**config.mk**
```make
export PLATFORM = sky130hd
export DESIGN_NAME = vram_cpu_arbiter
export DESIGN_NICKNAME = d
export VERILOG_FILES = /design/src/rtl/vram_cpu_arbiter.sv
export SDC_FILE = /design/constraint.sdc
export NUM_CORES = 1
export LEC_CHECK = 0
export ABC_AREA = 1
export BUFFER_PORTS_ARGS = -buffer_cell sky130_fd_sc_hd__clkbuf_2
export CAP_MARGIN = 20
export CORE_MARGIN = 3
export CORE_UTILIZATION = 41
export DETAILED_ROUTE_END_ITERATION = 8
export GPL_ROUTABILITY_DRIVEN = 0
export PLACE_DENSITY_LB_ADDON = 0.3
export SETUP_SLACK_MARGIN = 0.05
export SYNTH_ARGS = -nofsm -noshare
export SYNTH_HDL_FRONTEND = slang
export SYNTH_SLANG_ARGS = --single-unit
```
**constraint.sdc**
```tcl
create_clock -name i_EMU_MCLK -period 1.1 [get_ports i_EMU_MCLK]
set_input_delay 0 -clock i_EMU_MCLK [delete_from_list [all_inputs] [get_ports i_EMU_MCLK]]
set_output_delay 0 -clock i_EMU_MCLK [all_outputs]
set_load 0.05 [all_outputs]
```
**src/rtl/vram_cpu_arbiter.sv**
```systemverilog
`default_nettype none
// ============================================================================
// Module      : vram_cpu_arbiter
// Description : Turns one 68000 bus cycle aimed at VRAM into a single
//               slot-aligned access. The write strobe or read capture is
//               placed in the CPU-owned pixel slots of the tilemap fetch
//               group (phases 0/1 and 4/5). DTACK is then returned after an
//               optional extra pixel delay.
// Ports       : i_EMU_MCLK          master clock
//               i_EMU_INITRST_n     synchronous active-low reset
//               i_EMU_CLK6MPCEN_n   6 MHz pixel enable (active low)
//               i_ABS_4H/2H/1H      pixel phase within the 8-pixel group
//               i_CPU_AS_n, i_VRAM_CS_n, i_CPU_RW, i_CPU_UDS_n, i_CPU_LDS_n
//                                   CPU bus cycle qualifiers
//               i_CPU_DIN           CPU write data
//               i_VRAM1_DOUT/2_DOUT VRAM read data (high / low byte)
//               o_VRAM_WRDATA       latched write data ([15:8] VRAM1)
//               o_VRAM1_WE_n/2_WE_n write strobes
//               o_CPU_DOUT          latched read data
//               o_CPU_DTACK_n       data acknowledge
//               o_BUSY              high whenever not idle
// Revision    : 1.0 - initial release
// ============================================================================
module vram_cpu_arbiter #(
  parameter int DTACK_DELAY = 0
) (
  input  logic        i_EMU_MCLK,
  input  logic        i_EMU_INITRST_n,
  input  logic        i_EMU_CLK6MPCEN_n,
  input  logic        i_ABS_4H,
  input  logic        i_ABS_2H,
  input  logic        i_ABS_1H,
  input  logic        i_CPU_AS_n,
  input  logic        i_VRAM_CS_n,
  input  logic        i_CPU_RW,
  input  logic        i_CPU_UDS_n,
  input  logic        i_CPU_LDS_n,
  input  logic [15:0] i_CPU_DIN,
  input  logic [7:0]  i_VRAM1_DOUT,
  input  logic [7:0]  i_VRAM2_DOUT,
  output logic [15:0] o_VRAM_WRDATA,
  output logic        o_VRAM1_WE_n,
  output logic        o_VRAM2_WE_n,
  output logic [15:0] o_CPU_DOUT,
  output logic        o_CPU_DTACK_n,
  output logic        o_BUSY
);

  localparam logic [1:0] DELAY_INIT = 2'(DTACK_DELAY);

  typedef enum logic [2:0] {
    ST_IDLE   = 3'd0,
    ST_ARMED  = 3'd1,
    ST_STROBE = 3'd2,
    ST_DELAY  = 3'd3,
    ST_ACK    = 3'd4
  } state_t;

  state_t     state;
  logic       rw_lat;
  logic       uds_lat;
  logic       lds_lat;
  logic [1:0] delay_cnt;

  logic       tick;
  logic [2:0] phase;
  logic       req;
  logic       slot_start;

  assign tick  = ~i_EMU_CLK6MPCEN_n;
  assign phase = {i_ABS_4H, i_ABS_2H, i_ABS_1H};
  assign req   = ~i_CPU_AS_n & ~i_VRAM_CS_n;
  // Phases 0 and 4 open the two CPU slot pairs; the access then occupies
  // the following pixel (phase 1 or 5).
  assign slot_start = tick & (phase[1:0] == 2'b00);

  assign o_BUSY = (state != ST_IDLE);

  always_ff @(posedge i_EMU_MCLK) begin
    if (!i_EMU_INITRST_n) begin
      state         <= ST_IDLE;
      rw_lat        <= 1'b1;
      uds_lat       <= 1'b1;
      lds_lat       <= 1'b1;
      delay_cnt     <= 2'd0;
      o_VRAM_WRDATA <= 16'h0000;
      o_VRAM1_WE_n  <= 1'b1;
      o_VRAM2_WE_n  <= 1'b1;
      o_CPU_DOUT    <= 16'h0000;
      o_CPU_DTACK_n <= 1'b1;
    end else begin
      case (state)
        ST_IDLE: begin
          // Sampled on every MCLK edge so a request is never missed between
          // pixel ticks.
          if (req) begin
            o_VRAM_WRDATA <= i_CPU_DIN;
            rw_lat        <= i_CPU_RW;
            uds_lat       <= i_CPU_UDS_n;
            lds_lat       <= i_CPU_LDS_n;
            state         <= ST_ARMED;
          end
        end

        ST_ARMED: begin
          if (i_CPU_AS_n) begin
            // Aborted before the slot came around: no VRAM side effect.
            state <= ST_IDLE;
          end else if (slot_start) begin
            if (!rw_lat) begin
              o_VRAM1_WE_n <= uds_lat;
              o_VRAM2_WE_n <= lds_lat;
            end
            state <= ST_STROBE;
          end
        end

        ST_STROBE: begin
          // AS_n is deliberately ignored here so a started strobe always
          // completes its full pixel.
          if (tick) begin
            o_VRAM1_WE_n <= 1'b1;
            o_VRAM2_WE_n <= 1'b1;
            if (rw_lat) begin
              o_CPU_DOUT <= {i_VRAM1_DOUT, i_VRAM2_DOUT};
            end
            if (DTACK_DELAY == 0) begin
              o_CPU_DTACK_n <= 1'b0;
              state         <= ST_ACK;
            end else begin
              delay_cnt <= DELAY_INIT;
              state     <= ST_DELAY;
            end
          end
        end

        ST_DELAY: begin
          if (tick) begin
            delay_cnt <= delay_cnt - 2'd1;
            if (delay_cnt == 2'd1) begin
              o_CPU_DTACK_n <= 1'b0;
              state         <= ST_ACK;
            end
          end
        end

        ST_ACK: begin
          // Leaving through IDLE forces one idle MCLK between accesses.
          if (i_CPU_AS_n) begin
            o_CPU_DTACK_n <= 1'b1;
            state         <= ST_IDLE;
          end
        end

        default: begin
          state         <= ST_IDLE;
          o_VRAM1_WE_n  <= 1'b1;
          o_VRAM2_WE_n  <= 1'b1;
          o_CPU_DTACK_n <= 1'b1;
        end
      endcase
    end
  end

endmodule
`default_nettype wire

```
Word level (Yosys, flattened, before mapping). Index checks and enable logic that the tools add are counted.

$add $sub $neg: 1. Multipliers: 0. Divide/modulo/power cells: 0. Order comparisons: 0. Equality and inequality tests: 14. Shifts and indexed selects: 0. Muxes and demuxes: 22. Bitwise logic cells: 7. Reduce and logical (&&, ||, !) cells: 11.

Operator list (count): 2-to-1 mux 3 bit (7); != test 2 bit, second input constant (8); case mux 3 bit (5 select lines) (1); 2-to-1 mux 1 bit (11); AND reduction 5 bit (2); equality test 3 x 2 -> 1 bit, second input constant (2); case mux 1 bit (3 select lines) (2); AND reduction 6 bit (1); NOT 1 bit (5); case mux 1 bit (4 select lines) (1); AND reduction 2 bit (2); equality test 3 x 1 -> 1 bit, second input constant (1); equality test 3 bit, second input constant (1); logical NOT 3 bit (1); != test 3 bit, second input constant (1); AND reduction 3 bit (1); nonzero test 3 bit (1); OR reduction 3 bit (1); bitwise AND 1 bit (2); equality test 2 x 1 -> 1 bit, second input constant (1); logical NOT 2 bit (1); OR reduction 2 bit (1); subtractor 2 x 1 -> 2 bit, second input constant (1).

Register bits: 43. Latch bits: 0. Bits in writable memories: 0. Memory bits (read-only): 0. Input bits: 43. Output and inout bits: 36. Logic and storage cells: 65. Memories: 0.

Longest topological paths before layout.
Depth in word-level cells: 5. Depth in mapped cells: 10. Mapped depth without buffers: 10.

Worst setup path after synthesis. No wires, ideal clock.

Path type: register to register. Start: register state[2]. End: register uds_lat. Library setup time: 0.124 ns. Arrival: 1.309 ns. Data required time: 0.976 ns. Path slack: -0.333 ns. Stages on the path, launching flop included: 9. Buffers on the path: 1. Clock period less this slack: 1.433 ns. Path through: dfxtp_1 -> inv_1 -> nand2_2 -> inv_2 -> nand3_4 -> inv_2 -> buf_6 -> a21oi_1 -> o21ai_0.

Word-level cells in the longest chain between the ends: 2.

Ends and longest elaborated chain: start, declared (RTL line 59) `state_t state;`; start signal, assigned (RTL line 81) `state <= ST_IDLE;`; start signal, assigned (RTL line 101) `state <= ST_ARMED;`; start signal, assigned (RTL line 108) `state <= ST_IDLE;`; logical NOT 3 bit (RTL line 92) `case (state)`; AND reduction 2 bit (no line); end signal, assigned (RTL line 99) `uds_lat <= i_CPU_UDS_n;`; end, declared (RTL line 61) `logic uds_lat;`.

No other way between the ends. A chain may end at the register's enable or synchronous reset.

Final worst setup path.
Start: register state[0]. End: register o_VRAM_WRDATA[11].

Word-level cells in the longest chain between the ends: 2.

Ends and longest elaborated chain: logical NOT 3 bit (RTL line 92); AND reduction 2 bit (no line); end signal, assigned (RTL line 97) `o_VRAM_WRDATA <= i_CPU_DIN;`; end, declared (RTL line 41) `output logic [15:0] o_VRAM_WRDATA,`.

No other way between the ends.

==> metrics.md <==
| Metric | Value |
|---|---|
| Area growth syn-to-layout | 82.82% |
| Routed Antenna Nets | 0 |
| Cell area after synthesis | between 0.0015 and 0.002 sq mm |
| DRT Wirelength | 6.555 mm |
| Reg2reg end | o_VRAM_WRDATA[11]$_SDFFE_PN0P_ |
| PortBufs | 77 |
| Reg-to-reg startpoint | state[0]$_SDFFE_PN0P_ |
| Cells after synthesis | 226 |
| Synth area leaders | dfxtp_1 51%, nand2_1 12%, nor2_1 9.7% |
| CP arrival | 1.58 ns |
| CP peak stage delay | 0.39 ns |
| First-pass GRT wire length | 8.645 mm |
| Clk pin slew, worst setup/hold paths | around 0.09 ns |
| Core area | 0.003826 sq mm |
| Maximum clock rate | 745.6 MHz |
| Clk_skew | 0.01114 ns |
| Max-Cap Viols | 0 |
| # diodes | 0 |
| Post-synth top area cell | dfxtp_1 |
| Leakage | 0.001420 uW |
| FF+latch area | 874.6 sq um |
| RSZ-0062 raised after global routing | true |
| Hold Path Class | input pin to flip-flop |
| Die X-Extent | about 70 um |
| Setup Crit Path Kind | flip-flop to flip-flop |
| Core Rows | 22 |
| CTS tree | done |
| Largest net degree at the start of global routing | 25 |
| Worst skew pair latency | 0.30 ns |
| Hold path startpoint | i_EMU_INITRST_n |
| Worst-path cell chain | nor2_4, nand2_4, inv_4, nand3_4, inv_8, buf_12, nand2_1, a21oi_2 |
| Register area share after synthesis | 50.74% |
| IO Count | around 80 |
| Post-route design area | 0.003102 sq mm |
| Final Hold Viols | 0 |
| Place WS | -0.1357 ns |
| Crit Path Max Fanout | 6 |
| Synth top area share | 50.74% |
| Residual DRC | 0 |
| Top FF cell, synth | dfxtp_1 |
| # nets final | 409 |
| DR vias | 2095 |
| Crit path required time | 1.33 ns |
| Crit start category | flip-flop |
| Max VDD drop | 1609 uV |
| Cell area power density | 2219 mW/mm^2 |
| Worst path slowest cell | dfxtp_4 |
| DP HPWL | slightly above 3 mm |
| Commonest non-fill, non-tap cell in the layout | clkbuf_2 |
| Syn Nets | between 200 and 300 |
| Max clock buf depth | 2 |
| Pre-antenna DRT Iters | 4 |
| Layout cells sized above 1 | 49.18% |
| Post-synth EDFFs | 0 |
| Die area | a little under 0.005 sq mm |
| WL/cell | between 15 and 20 um |
| H-Tree Depth | 2 |
| Setup WS post-layout | -0.2413 ns |
| Netlist cell types | 22 |
| Initial antenna violation count | 0 |
| Dpl cell area | ~0.0023 sq mm |
| Hold endpoint | state[2]$_SDFFE_PN0P_ |
| Fillers | 212 |
| Syn. warnings | 0 |
| Vias in the first global route | 1990 |
| Detailed Route Iter0 Violations | around 120 |
| Reg2Reg Depth | 8 |
| Fin crit period | 1.341 ns |
| Vias/cell | 5.060 |
| Clock sinks | 43 |
| Cts bufs inserted | 5 |
| Gr usage total | 21.74% |
| Status | finished, violations left |
| Initial core utilization | 44.34% |
| Final slew viol count | 0 |
| Final worst path period share | 121.9% |
| Element type at the critical path end | flip-flop |
| Footprint of the multi-input gates | around 950 sq um |
| Final setup viols | 43 |
| Async set-reset flop share out of synthesis | 0% |
| FF+latch count, synth | 43 |
| Failing checks | negative setup slack |
| FF-to-FF setup slack | -0.24 ns |
| Hold path cells | 3 |
| Clock root buffer | clkbuf_8 |
| Grt total ovfl | 0 |
| Avg Inst Size Synth | about 7.5 sq um |
| Most frequent cells in the layout | 76 x clkbuf_2, 40 x nor2_1, 38 x dfxtp_1 |
| Slew at the pin with the worst max-slew slack | 0.3051 ns |
| Die Y | 70.33 um |
| Rel. slew slack | 79.54% |
## metrics by stage
stage | util [%] | hold WS, ns | std cells | TNS [ns] | power (uW)
floorplan | - | 0.1132 | 226 | -3.294 | 3906
global placement | 59.25 | 0.2054 | 362 | -2.642 | 4708
detailed placement | 59.25 | 0.2129 | 362 | -3.498 | 4748
CTS | 74.43 | 0.05024 | 411 | -3.481 | 6213
global route | 81.07 | 0.1019 | 414 | -8.320 | 7237
finish | 81.07 | 0.07746 | 414 | -5.380 | 6884
## area by class of cell
| class | instances | share of cell area (%) |
|---|---|---|
| repair buffers | 140 | 34.01 |
| well taps | 48 | 1.936 |
| flip-flops and latches | 43 | 28.20 |
| clock buffers | 6 | 2.340 |
| multi-input cells | 159 | 30.66 |
| clock inverters | 2 | 0.4034 |
| inverters | 16 | 2.461 |
## layer usage
layer	GRT usage, %	wire length (um)	up-vias
met5	0	0	-
met4	9.149	203	0
met3	6.906	383	21
met2	39.19	3601	90
met1	22.97	2366	979
li1	-	-	1005
## synth_stat cells (2+ instances only)
cell,count
nand4_1,2
clkbuf_1,4
inv_1,11
buf_6,3
nand3_1,7
nand2_1,53
o21ai_0,22
dfxtp_1,43
inv_2,4
a21oi_1,22
nor2_1,44
## how the worst max path moves through the flow
stage	start	to	slack, ns	cells past startpoint
final	state[0]$_SDFFE_PN0P_	o_VRAM_WRDATA[11]$_SDFFE_PN0P_	-0.24	8
after global routing	state[0]$_SDFFE_PN0P_	o_VRAM_WRDATA[11]$_SDFFE_PN0P_	-0.31	8
after CTS	state[1]$_SDFFE_PN0P_	o_CPU_DOUT[2]$_SDFFE_PN0P_	-0.10	6
after detailed placement	state[2]$_SDFFE_PN0P_	state[0]$_SDFFE_PN0P_	-0.14	8
after global placement	state[0]$_SDFFE_PN0P_	state[1]$_SDFFE_PN0P_	-0.09	9
after floorplan	state[1]$_SDFFE_PN0P_	o_VRAM_WRDATA[15]$_SDFFE_PN0P_	-0.14	8
## cells by family (layout without fill, tap and decap cells)
kind of cell / after synthesis / count (layout) / synth area share (%)
AOI/OAI and AO/OA: 45 / 45 / 13.42
adders and majority gates: 1 / 1 / 0.7373
buffers and inverters: 24 / 164 / 6.858
DFF: 43 / 43 / 50.74
and+or+nand+nor: 113 / 113 / 28.25
## flip-flops by register name, indices dropped and copies added, names as in the netlist
| name | count |
|---|---|
| rw_lat | 1 |
| o_CPU_DOUT | 16 |
| o_CPU_DTACK_n | 1 |
| delay_cnt | 2 |
| lds_lat | 1 |
| o_VRAM1_WE_n | 1 |
| o_VRAM2_WE_n | 1 |
| uds_lat | 1 |
| o_VRAM_WRDATA | 16 |
| state | 3 |
## what timing repair did
action,4_1_cts,5_1_grt
gates cloned,1,2
setup buffers,5,1
endpoints found under the setup margin,44,44
pin swaps,6,15
resized for setup,32,75
hold endpoints to repair,35,0
hold buffers,35,0
## power by group
part / switching [uW] / internal, uW
clock: 570 / 445
combinational: 2290 / 1490
sequential: 228 / 1860
## worst max-delay path: cells and delay by family, from the launching register on
family	cells	cell delay [ns]
and+or+nand+nor	4	0.40
DFF	1	0.39
buffers and inverters	3	0.31
AOI/OAI and AO/OA	1	0.17
Power figures use the tool's default switching activity.
